===== config.mk =====
export PLATFORM = sky130hd
export DESIGN_NAME = rf_operand_fetch
export DESIGN_NICKNAME = d
export VERILOG_FILES = /design/src/rtl/riscv_opcodes_pkg.sv /design/src/rtl/rf_operand_slot.sv /design/src/rtl/rf_operand_fetch.sv
export SDC_FILE = /design/constraint.sdc
export NUM_CORES = 1
export LEC_CHECK = 0
export CAP_MARGIN = 5
export CORE_MARGIN = 3
export CORE_UTILIZATION = 40
export CTS_CLUSTER_DIAMETER = 60
export CTS_CLUSTER_SIZE = 12
export DETAILED_ROUTE_END_ITERATION = 16
export PLACE_DENSITY_LB_ADDON = 0.1
export SLEW_MARGIN = 10
export SYNTH_ARGS = -nofsm -noshare
export SYNTH_HDL_FRONTEND = slang
export SYNTH_SLANG_ARGS = --single-unit

===== constraint.sdc =====
create_clock -name clk -period 3.4 [get_ports clk]
set_input_delay 1.02 -clock clk [delete_from_list [all_inputs] [get_ports clk]]
set_output_delay 1.02 -clock clk [all_outputs]
set_load 0.02 [all_outputs]

===== src/rtl/riscv_opcodes_pkg.sv =====
// ============================================================================
// Module  : riscv_opcodes_pkg
// Purpose : Shared RISC-V register-index type and the x0 index constant.
// Rev     : 1.0  initial release
// ============================================================================
`default_nettype none

package riscv_opcodes_pkg;

   // Architectural register index (x0..x31)
   typedef logic [4:0] rsd_t;

   // Hard-wired zero register index
   localparam rsd_t ZERO = 5'd0;

endpackage : riscv_opcodes_pkg

`default_nettype wire


===== src/rtl/rf_operand_slot.sv =====
// ============================================================================
// Module  : rf_operand_slot
// Purpose : One operand lane: tracks a fetched source index through stalls,
//           resolves the operand from RF data, a captured fetch-edge bypass,
//           a same-cycle writeback forward, or a hold register.
// Rev     : 1.0  initial release
// ============================================================================
`default_nettype none

module rf_operand_slot
   import riscv_opcodes_pkg::*;
(
   input  logic        clk,
   input  logic        rst_n,
   input  logic        fetch,
   input  rsd_t        pd_src,
   input  logic [31:0] rf_q,
   input  logic        wb_we,
   input  rsd_t        wb_dst,
   input  logic [31:0] wb_d,
   output rsd_t        id_src,
   output logic [31:0] id_op
);

   typedef enum logic [1:0] {
      IDLE  = 2'd0,
      FRESH = 2'd1,
      HOLD  = 2'd2
   } slot_state_t;

   slot_state_t state;
   logic [31:0] hold_q;
   logic        byp_pend;
   logic [31:0] byp_data;
   logic [31:0] base_val;

   // Operand FSM, index register, fetch-edge bypass capture and hold register
   always_ff @(posedge clk or negedge rst_n) begin
      if (!rst_n) begin
         state    <= IDLE;
         id_src   <= ZERO;
         hold_q   <= 32'd0;
         byp_pend <= 1'b0;
         byp_data <= 32'd0;
      end else if (fetch) begin
         state    <= FRESH;
         id_src   <= pd_src;
         // The RF read at this edge returns the pre-write value, so a
         // coincident write to the same index must be remembered here.
         byp_pend <= wb_we && (wb_dst == pd_src) && (pd_src != ZERO);
         byp_data <= wb_d;
      end else if (state == FRESH || state == HOLD) begin
         // Capture the resolved value so later writebacks during a stall
         // keep overwriting it (latest write wins).
         state  <= HOLD;
         hold_q <= id_op;
      end
   end

   // Operand resolution: x0 forcing, same-cycle forward, then state base value
   always_comb begin
      base_val = 32'd0;
      case (state)
         FRESH:   base_val = byp_pend ? byp_data : rf_q;
         HOLD:    base_val = hold_q;
         default: base_val = 32'd0;
      endcase

      id_op = base_val;
      if (id_src == ZERO) begin
         id_op = 32'd0;
      end else if (wb_we && (wb_dst == id_src)) begin
         id_op = wb_d;
      end
   end

endmodule : rf_operand_slot

`default_nettype wire


===== src/rtl/rf_operand_fetch.sv =====
// ============================================================================
// Module  : rf_operand_fetch
// Purpose : Operand fetch between predecode and ID: drives the synchronous
//           register-file read addresses and resolves two source operands.
// Rev     : 1.0  initial release
// ============================================================================
`default_nettype none

module rf_operand_fetch
   import riscv_opcodes_pkg::*;
(
   input  logic        clk,
   input  logic        rst_n,
   input  logic        pd_stall_i,
   input  logic        id_stall_i,
   input  rsd_t        pd_src1_i,
   input  rsd_t        pd_src2_i,
   output rsd_t        rf_src1_o,
   output rsd_t        rf_src2_o,
   input  logic [31:0] rf_src1_q_i,
   input  logic [31:0] rf_src2_q_i,
   input  logic        wb_we_i,
   input  rsd_t        wb_dst_i,
   input  logic [31:0] wb_dst_d_i,
   output rsd_t        id_src1_o,
   output rsd_t        id_src2_o,
   output logic [31:0] id_op1_o,
   output logic [31:0] id_op2_o
);

   logic fetch;
   // ID-stage stall only signals an unconsumed operand; it has no effect on
   // resolution, so it is intentionally not connected to any logic.
   logic unused_id_stall;

   assign fetch           = ~pd_stall_i;
   assign unused_id_stall = id_stall_i;

   // While stalled, re-read the held index so the RF data stays coherent
   assign rf_src1_o = pd_stall_i ? id_src1_o : pd_src1_i;
   assign rf_src2_o = pd_stall_i ? id_src2_o : pd_src2_i;

   rf_operand_slot u_slot1 (
      .clk    (clk),
      .rst_n  (rst_n),
      .fetch  (fetch),
      .pd_src (pd_src1_i),
      .rf_q   (rf_src1_q_i),
      .wb_we  (wb_we_i),
      .wb_dst (wb_dst_i),
      .wb_d   (wb_dst_d_i),
      .id_src (id_src1_o),
      .id_op  (id_op1_o)
   );

   rf_operand_slot u_slot2 (
      .clk    (clk),
      .rst_n  (rst_n),
      .fetch  (fetch),
      .pd_src (pd_src2_i),
      .rf_q   (rf_src2_q_i),
      .wb_we  (wb_we_i),
      .wb_dst (wb_dst_i),
      .wb_d   (wb_dst_d_i),
      .id_src (id_src2_o),
      .id_op  (id_op2_o)
   );

endmodule : rf_operand_fetch

`default_nettype wire


==> impl_metrics.csv, run 1 <==
group,metric,value,unit
job,drv_cap,0,
logic_synthesis,yosysSeqAreaShare,0.3497,
critical_path,timing.critical_path.buf_inv,5,
clock_network,clk_pin_slew,0.08,ns
critical_path,cp.arrival,2.37,ns
pwr,combPwrFrac,0.528,
clock_network,cts_sinks,112,
clock_network,clk_path_buf_depth,2,
pwr,p_total,6.319,mW
logic_synthesis,synthCells,902,
pwr,p_int,3.704,mW
critical_path,start_kind,"input pin",
route,finalWirelength,32.56,mm
route,postRouteAntennaNets,0,
grt,grt_pass1_vias,8804,
route,first_iter_violations,832,
sta,max_freq,295.2,MHz
sta,whs,0.4835,ns
cells_and_area,num-nets-final,1287,
logic_synthesis,yosys_warnings,0,
placed_design,dp_hpwl,20.85,mm
pwr,cellLeakagePower,4.825,nW
worst_hold_path,hp-class,"reg -> reg",
critical_path,path_class,"in -> out",
route,firstDrtPassIters,5,
logic_synthesis,yosys_register_bits,112,
logic_synthesis,synth_top_family_by_area,"compound AO/OA/AOI/OAI gates",
cells_and_area,multiInputGateArea,4908,um^2
clock_network,clk_latency,0.36,ns
logic_synthesis,synth_mux_area_frac,0.1489,
sta,skew,0.008454,ns
placed_design,place_area,11240,um^2
floorplan,die_h,147.6,um
critical_path,cp.required,2.38,ns
cells_and_area,n_fill_cell,1723,
sta,finalHoldViolations,0,
floorplan,io_pins,200,
floorplan,dieArea,21770,um^2
logic_synthesis,synthMostInstantiatedCell,"a21oi_1",
floorplan,core,19590,um^2
logic_synthesis,yosys-top-cells-area,"dfrtp_1 (35%), mux2_2 (15%), a21oi_1 (8.1%)",
logic_synthesis,synth_common_cells,"a21oi_1 (129), dfrtp_1 (112), mux2_2 (106)",
logic_synthesis,synth_flop_cell,"dfrtp_1",
logic_synthesis,syn_area,8015,um^2
sta,tightest_slew,0.6133,ns
route,wl_per_cell,22.66,um
logic_synthesis,synth_compound_area_frac,0.2752,
logic_synthesis,synthAdderAreaFrac,0.006244,
grt,grt_pass1_wl,50.54,mm
cells_and_area,drive_gt1_frac,0.3407,
critical_path,crit_path_max_incr_delay,0.25,ns
sta,post-route-min-period,3.388,ns
pwr,powerDensity,531.3,nW/um^2
clock_network,cts_max_level,3,
route,num_vias,8789,
floorplan,die_w,147.6,um
clock_network,root_buffer,"clkbuf_16",
cells_and_area,areaGrowthSynthToFinish,48.38,%
pwr,sw_frac_of_total,0.4138,
cells_and_area,postLayoutCellArea,11890,um^2
placed_design,finalWeightedCongestion,0.8747,
floorplan,num_rows,51,
logic_synthesis,synth_xor_area_frac,0.01967,
grt,antenna_found_initial,2,
pwr,power.switching,2.615,mW
floorplan,start_util,0.4091,
critical_path,cpMaxStageDelayCell,"o211ai_1",
grt,grt-ovfl-total,0,
sta,final-max-slew-violation-count,0,
sta,rsz0062_at_grt,"true",
logic_synthesis,synth_edf_count,0,
run_status,status,"finished, final reports clean",
pwr,p_seq_frac,0.304,
cells_and_area,fin_cells,1437,
critical_path,critPathTopFamily,"buffers and inverters",
logic_synthesis,avgSynthCellArea,8.886,um^2
clock_network,numCtsBuffers,9,
grt,grt_util_all_layers,0.2933,
critical_path,end_kind,"output pin",
logic_synthesis,yosysTopAreaCell,"dfrtp_1",
sta,slew_headroom,0.5911,
clock_network,cts_tree,"done",
grt,grt_max_degree,54,
placed_design,post-place-ws,-0.9435,ns
sta,worst_slack,0.01202,ns
cells_and_area,seq_area,2805,um^2
critical_path,cp_cell_sequence,"buf_6 -> xnor2_2 -> buf_4 -> nand4_4 -> buf_12 -> buf_12 -> o211ai_1 -> a21oi_1 -> buf_4",
cells_and_area,fin_util,0.6071,
critical_path,crit_fanout,7,
placed_design,numPortBuffers,198,
logic_synthesis,async_flop_share,1.000,
route,post_drt_via_cell_ratio,6.116,
route,drc,0,
logic_synthesis,yosysTopAreaCellShare,0.3497,
logic_synthesis,synth.distinct_cells,33,
pwr,clkPwrFrac,0.168,
sta,tns,0,ns
sta,period_share,0.9965,
pwr,ir_drop,0.3463,mV
logic_synthesis,synthSimpleGateAreaFrac,0.1335,
sta,setup_viol,0,
logic_synthesis,syn_nets,1022,
placed_design,dp.cells,1405,
-- logic make-up after synthesis --
| family | after synthesis |
|---|---|
| simple gates | 220 |
| xor+xnor | 18 |
| flops | 112 |
| buf+inv | 115 |
| compound gates | 327 |
| mux | 106 |
| fa+ha+maj | 4 |
-- sequential cells by signal (all words and copies together), names as in the netlist --
register,cells
u_slot1.byp_pend,1
u_slot1.hold_q,32
u_slot1.id_src,5
u_slot1.state,2
u_slot2.byp_data,32
u_slot2.byp_pend,1
u_slot2.hold_q,32
u_slot2.id_src,5
u_slot2.state,2
-- layout by cell type, fill, tap and decap left out, types with 5 or more instances in the layout --
cell and instances:
a21oi_2 17, clkbuf_16 10, buf_2 36, buf_12 29, xnor2_1 6, o211ai_1 64, buf_6 13, nand3_1 64
a21oi_1 112, mux2_2 106, clkdlybuf4s50_1 124, dfrtp_1 110, o31ai_1 64, xnor2_2 5, nor3_1 66, xnor2_4 5
buf_4 149, a22o_1 64, nand2_1 68
-- worst reg2reg max path, cell delays in order, from the launching register on --
cell	delay, ns
dfrtp_1	0.47
or4_4	0.56
nor2_4	0.12
buf_12	0.24
or2_1	0.55
buf_4	0.40
o31ai_1	0.15
-- path summary, 6_finish.rpt --
| kind | start | to | slack, ns | cells past startpoint |
|---|---|---|---|---|
| max | wb_dst_i[0] | id_op2_o[0] | 0.01 | 9 |
| min | u_slot2.hold_q[5] | u_slot2.hold_q[5] | 0.48 | 2 |
| max reg2reg | u_slot2.id_src[2] | u_slot2.hold_q[18] | 0.79 | 6 |
| min reg2reg | u_slot2.hold_q[5] | u_slot2.hold_q[5] | 0.48 | 2 |
| max in group asynchronous | rst_n | u_slot2.byp_pend | 1.96 | 2 |
| min in group asynchronous | rst_n | u_slot2.byp_data[20] | 0.64 | 1 |
-- layer usage --
metal	global-route usage	part of all wire
met4	0.1011	0.033
met3	0.06223	0.092
met1	0.4031	0.41
met2	0.4611	0.46
met5	0	0
-- repair_timing --
item	CTS	global route
resized for setup	328	52
endpoints found under the setup margin	64	59
cloned	7	1
setup buffers	5	3
pin swaps	28	28
hold buffers	0	0
-- layout make-up --
| cell class | count | area share |
|---|---|---|
| multi-input cells | 675 | 0.4127 |
| clock buffers | 11 | 0.02125 |
| inverters | 6 | 0.001894 |
| diodes | 1 | 0.0002104 |
| repair buffers | 363 | 0.2977 |
| clock inverters | 4 | 0.002420 |
| flip-flops and latches | 112 | 0.2359 |
| well taps | 265 | 0.02788 |
-- power by group through the flow --
stage	registers, mW	logic, mW	clock network (mW)
final	1.92	3.34	1.06
after detailed placement	1.92	3.29	0
after floorplan	1.88	1.82	0
after global routing	1.96	3.58	1.12
after CTS	1.91	3.23	1.08
after global placement	1.91	3.27	0
Power figures use the tool's default switching activity.
==> inputs of run 2 (changes only) <==
Settings changed: GPL_ROUTABILITY_DRIVEN set to 0.
==> results of run 2 <==
The final DEF is identical to that of run 1; final timing and power are the same.
==> inputs of run 3 (changes only) <==
Settings changed: CORE_MARGIN 3 to unset.
==> run 3 against run 2 <==
The run now ends with negative setup slack left. Hold slack improved by 0.00092 ns. Critical path depth did not move. Combinational power barely moved. Non-clock buffer count rose by 1.
==> impl_metrics.csv, run 3 (synthesized netlist as in run 1, its figures left out) <==
group,metric,value,unit
pwr,clkPwrFrac,0.177,
placed_design,dp_hpwl,20.21,mm
cells_and_area,n_fill_cell,1731,
critical_path,startpoint,"wb_dst_i[3]",
sta,post-route-min-period,3.423,ns
pwr,p_int,3.761,mW
run_status,status,"finished, violations left",
cells_and_area,drive_gt1_frac,0.3618,
critical_path,cp.arrival,2.40,ns
grt,grt_util_all_layers,0.3086,
cells_and_area,final_cell_mix,"buf_4 (151), clkdlybuf4s50_1 (125), dfrtp_1 (110)",
pwr,ir_drop,0.4147,mV
critical_path,r2r-start,"u_slot2.id_src[2]",
pwr,sw_frac_of_total,0.4151,
grt,grt-ovfl-total,0,
route,num_vias,8677,
pwr,combPwrFrac,0.524,
pwr,powerDensity,533.3,nW/um^2
floorplan,core,19530,um^2
critical_path,crit_fanout,7,
grt,antenna_found_initial,0,
sta,slew_headroom,0.5821,
clock_network,cts_max_level,3,
sta,final-max-slew-violation-count,0,
critical_path,start_kind,"input pin",
sta,worst_slack,-0.02291,ns
sta,finalHoldViolations,0,
worst_hold_path,hold_start,"u_slot1.hold_q[0]",
pwr,power.switching,2.670,mW
route,post_drt_via_cell_ratio,6.038,
sta,setup_viol,4,
placed_design,numPortBuffers,198,
route,finalWirelength,31.52,mm
route,postRouteAntennaNets,0,
critical_path,cp.required,2.38,ns
clock_network,cts_sinks,112,
floorplan,io_pins,200,
clock_network,clk_latency,0.38,ns
route,first_iter_violations,860,
critical_path,rr_worst_depth,6,
grt,grt_pass1_wl,48.14,mm
clock_network,root_buffer,"clkbuf_16",
job,drv_cap,0,
critical_path,end_kind,"output pin",
cells_and_area,num-nets-final,1288,
pwr,p_seq_frac,0.299,
grt,grt_max_degree,52,
clock_network,clk_pin_slew,0.07,ns
route,wl_per_cell,21.93,um
grt,grt_pass1_vias,8598,
floorplan,dieArea,20610,um^2
floorplan,num_rows,51,
worst_hold_path,hp-class,"reg -> reg",
clock_network,ctsHoldBuffers,0,
worst_hold_path,min_path_cells,2,
run_status,violations,"negative setup slack",
cells_and_area,diodes,0,
sta,skew,0.01795,ns
clock_network,cts_tree,"done",
floorplan,die_h,143.6,um
floorplan,die_w,143.6,um
pwr,cellLeakagePower,4.840,nW
cells_and_area,final_common_cell,"buf_4",
pwr,p_total,6.430,mW
floorplan,start_util,0.4105,
route,firstDrtPassIters,5,
route,drc,0,
clock_network,clk_path_buf_depth,2,
cells_and_area,areaGrowthSynthToFinish,50.44,%
critical_path,path_class,"in -> out",
clock_network,numCtsBuffers,9,
sta,rsz0062_at_grt,"true",
sta,tightest_slew,0.6268,ns
cells_and_area,reg.largest.list,"u_slot1.hold_q: 32 flops, u_slot2.byp_data: 32 flops, u_slot2.hold_q: 32 flops",
sta,max_freq,292.1,MHz
sta,period_share,1.007,
cells_and_area,fin_cells,1437,
placed_design,dp.cells,1408,
-- run 3: cell types whose count changed in the layout (fill, tap and decap cells not counted), moves of 3 or more --
cell	change
a21oi_1	-17
clkinv_4	+3
nand3_4	+5
a21oi_2	+16
buf_2	-7
dlygate4sd2_1	-3
buf_6	+8
nand3_1	-6
buf_16	-3
-- run 3: per-stage QoR --
stage	TNS [ns]	area, um^2	setup slack [ns]	hold slack (ns)	util
after CTS	-0.3130	11770	-0.1045	0.4842	0.6029
final	-0.04487	12060	-0.02291	0.4844	0.6175
after global placement	-55.62	11320	-0.9553	0.4599	0.5796
after detailed placement	-56.58	11320	-0.9843	0.4669	0.5796
after floorplan	0	8015	0.04885	0.4498	-
after global routing	-1.294	12060	-0.08787	0.5014	0.6175
-- run 3: critical path, stage by stage --
cell	delay, ns
buf_12	0.11
xnor2_4	0.17
buf_6	0.12
nand4_4	0.17
buf_12	0.19
buf_16	0.13
o211ai_1	0.20
a21oi_2	0.10
buf_4	0.17
-- run 3: final cells by class --
| type | instances | area (um^2) | area share |
|---|---|---|---|
| clock buffers | 9 | 225.2 | 0.01868 |
| clock inverters | 6 | 70.07 | 0.005811 |
| inverters | 6 | 22.52 | 0.001868 |
| multi-input cells | 675 | 5054 | 0.4191 |
| flip-flops and latches | 112 | 2805 | 0.2326 |
| well taps | 265 | 331.6 | 0.02750 |
| repair buffers | 364 | 3550 | 0.2944 |
-- run 3: repair_timing --
item | in CTS | in global routing
gates resized for setup | 321 | 108
pin swaps | 16 | 38
endpoints found under the setup margin | 64 | 57
setup buffers | 6 | 5
gates cloned | 6 | 1
-- run 3: metal layers --
layer | share of wire | vias up | global-route usage
met5 | 0 | - | 0
met4 | 0.022 | 0 | 0.1103
met3 | 0.070 | 54 | 0.04232
met2 | 0.47 | 455 | 0.4985
met1 | 0.44 | 4219 | 0.4211
li1 | - | 3949 | -
-- run 3: path summary, 6_finish.rpt --
| kind | end | slack (ns) |
|---|---|---|
| max in group asynchronous | u_slot2.hold_q[1] | 1.94 |
| worst max-delay path | id_op2_o[1] | -0.02 |
| worst min-delay path | u_slot1.hold_q[0] | 0.48 |
| min in group asynchronous | u_slot1.hold_q[9] | 0.64 |
| worst max register to register | u_slot2.hold_q[10] | 0.80 |
| worst min register to register | u_slot1.hold_q[0] | 0.48 |
-- run 3: power by group through the flow --
stage / clock network (mW) / registers, mW / logic, mW
after floorplan: 0 / 1.88 / 1.82
after global placement: 0 / 1.91 / 3.24
after detailed placement: 0 / 1.93 / 3.27
after CTS: 1.14 / 1.91 / 3.22
after global routing: 1.19 / 1.96 / 3.61
final: 1.14 / 1.92 / 3.37
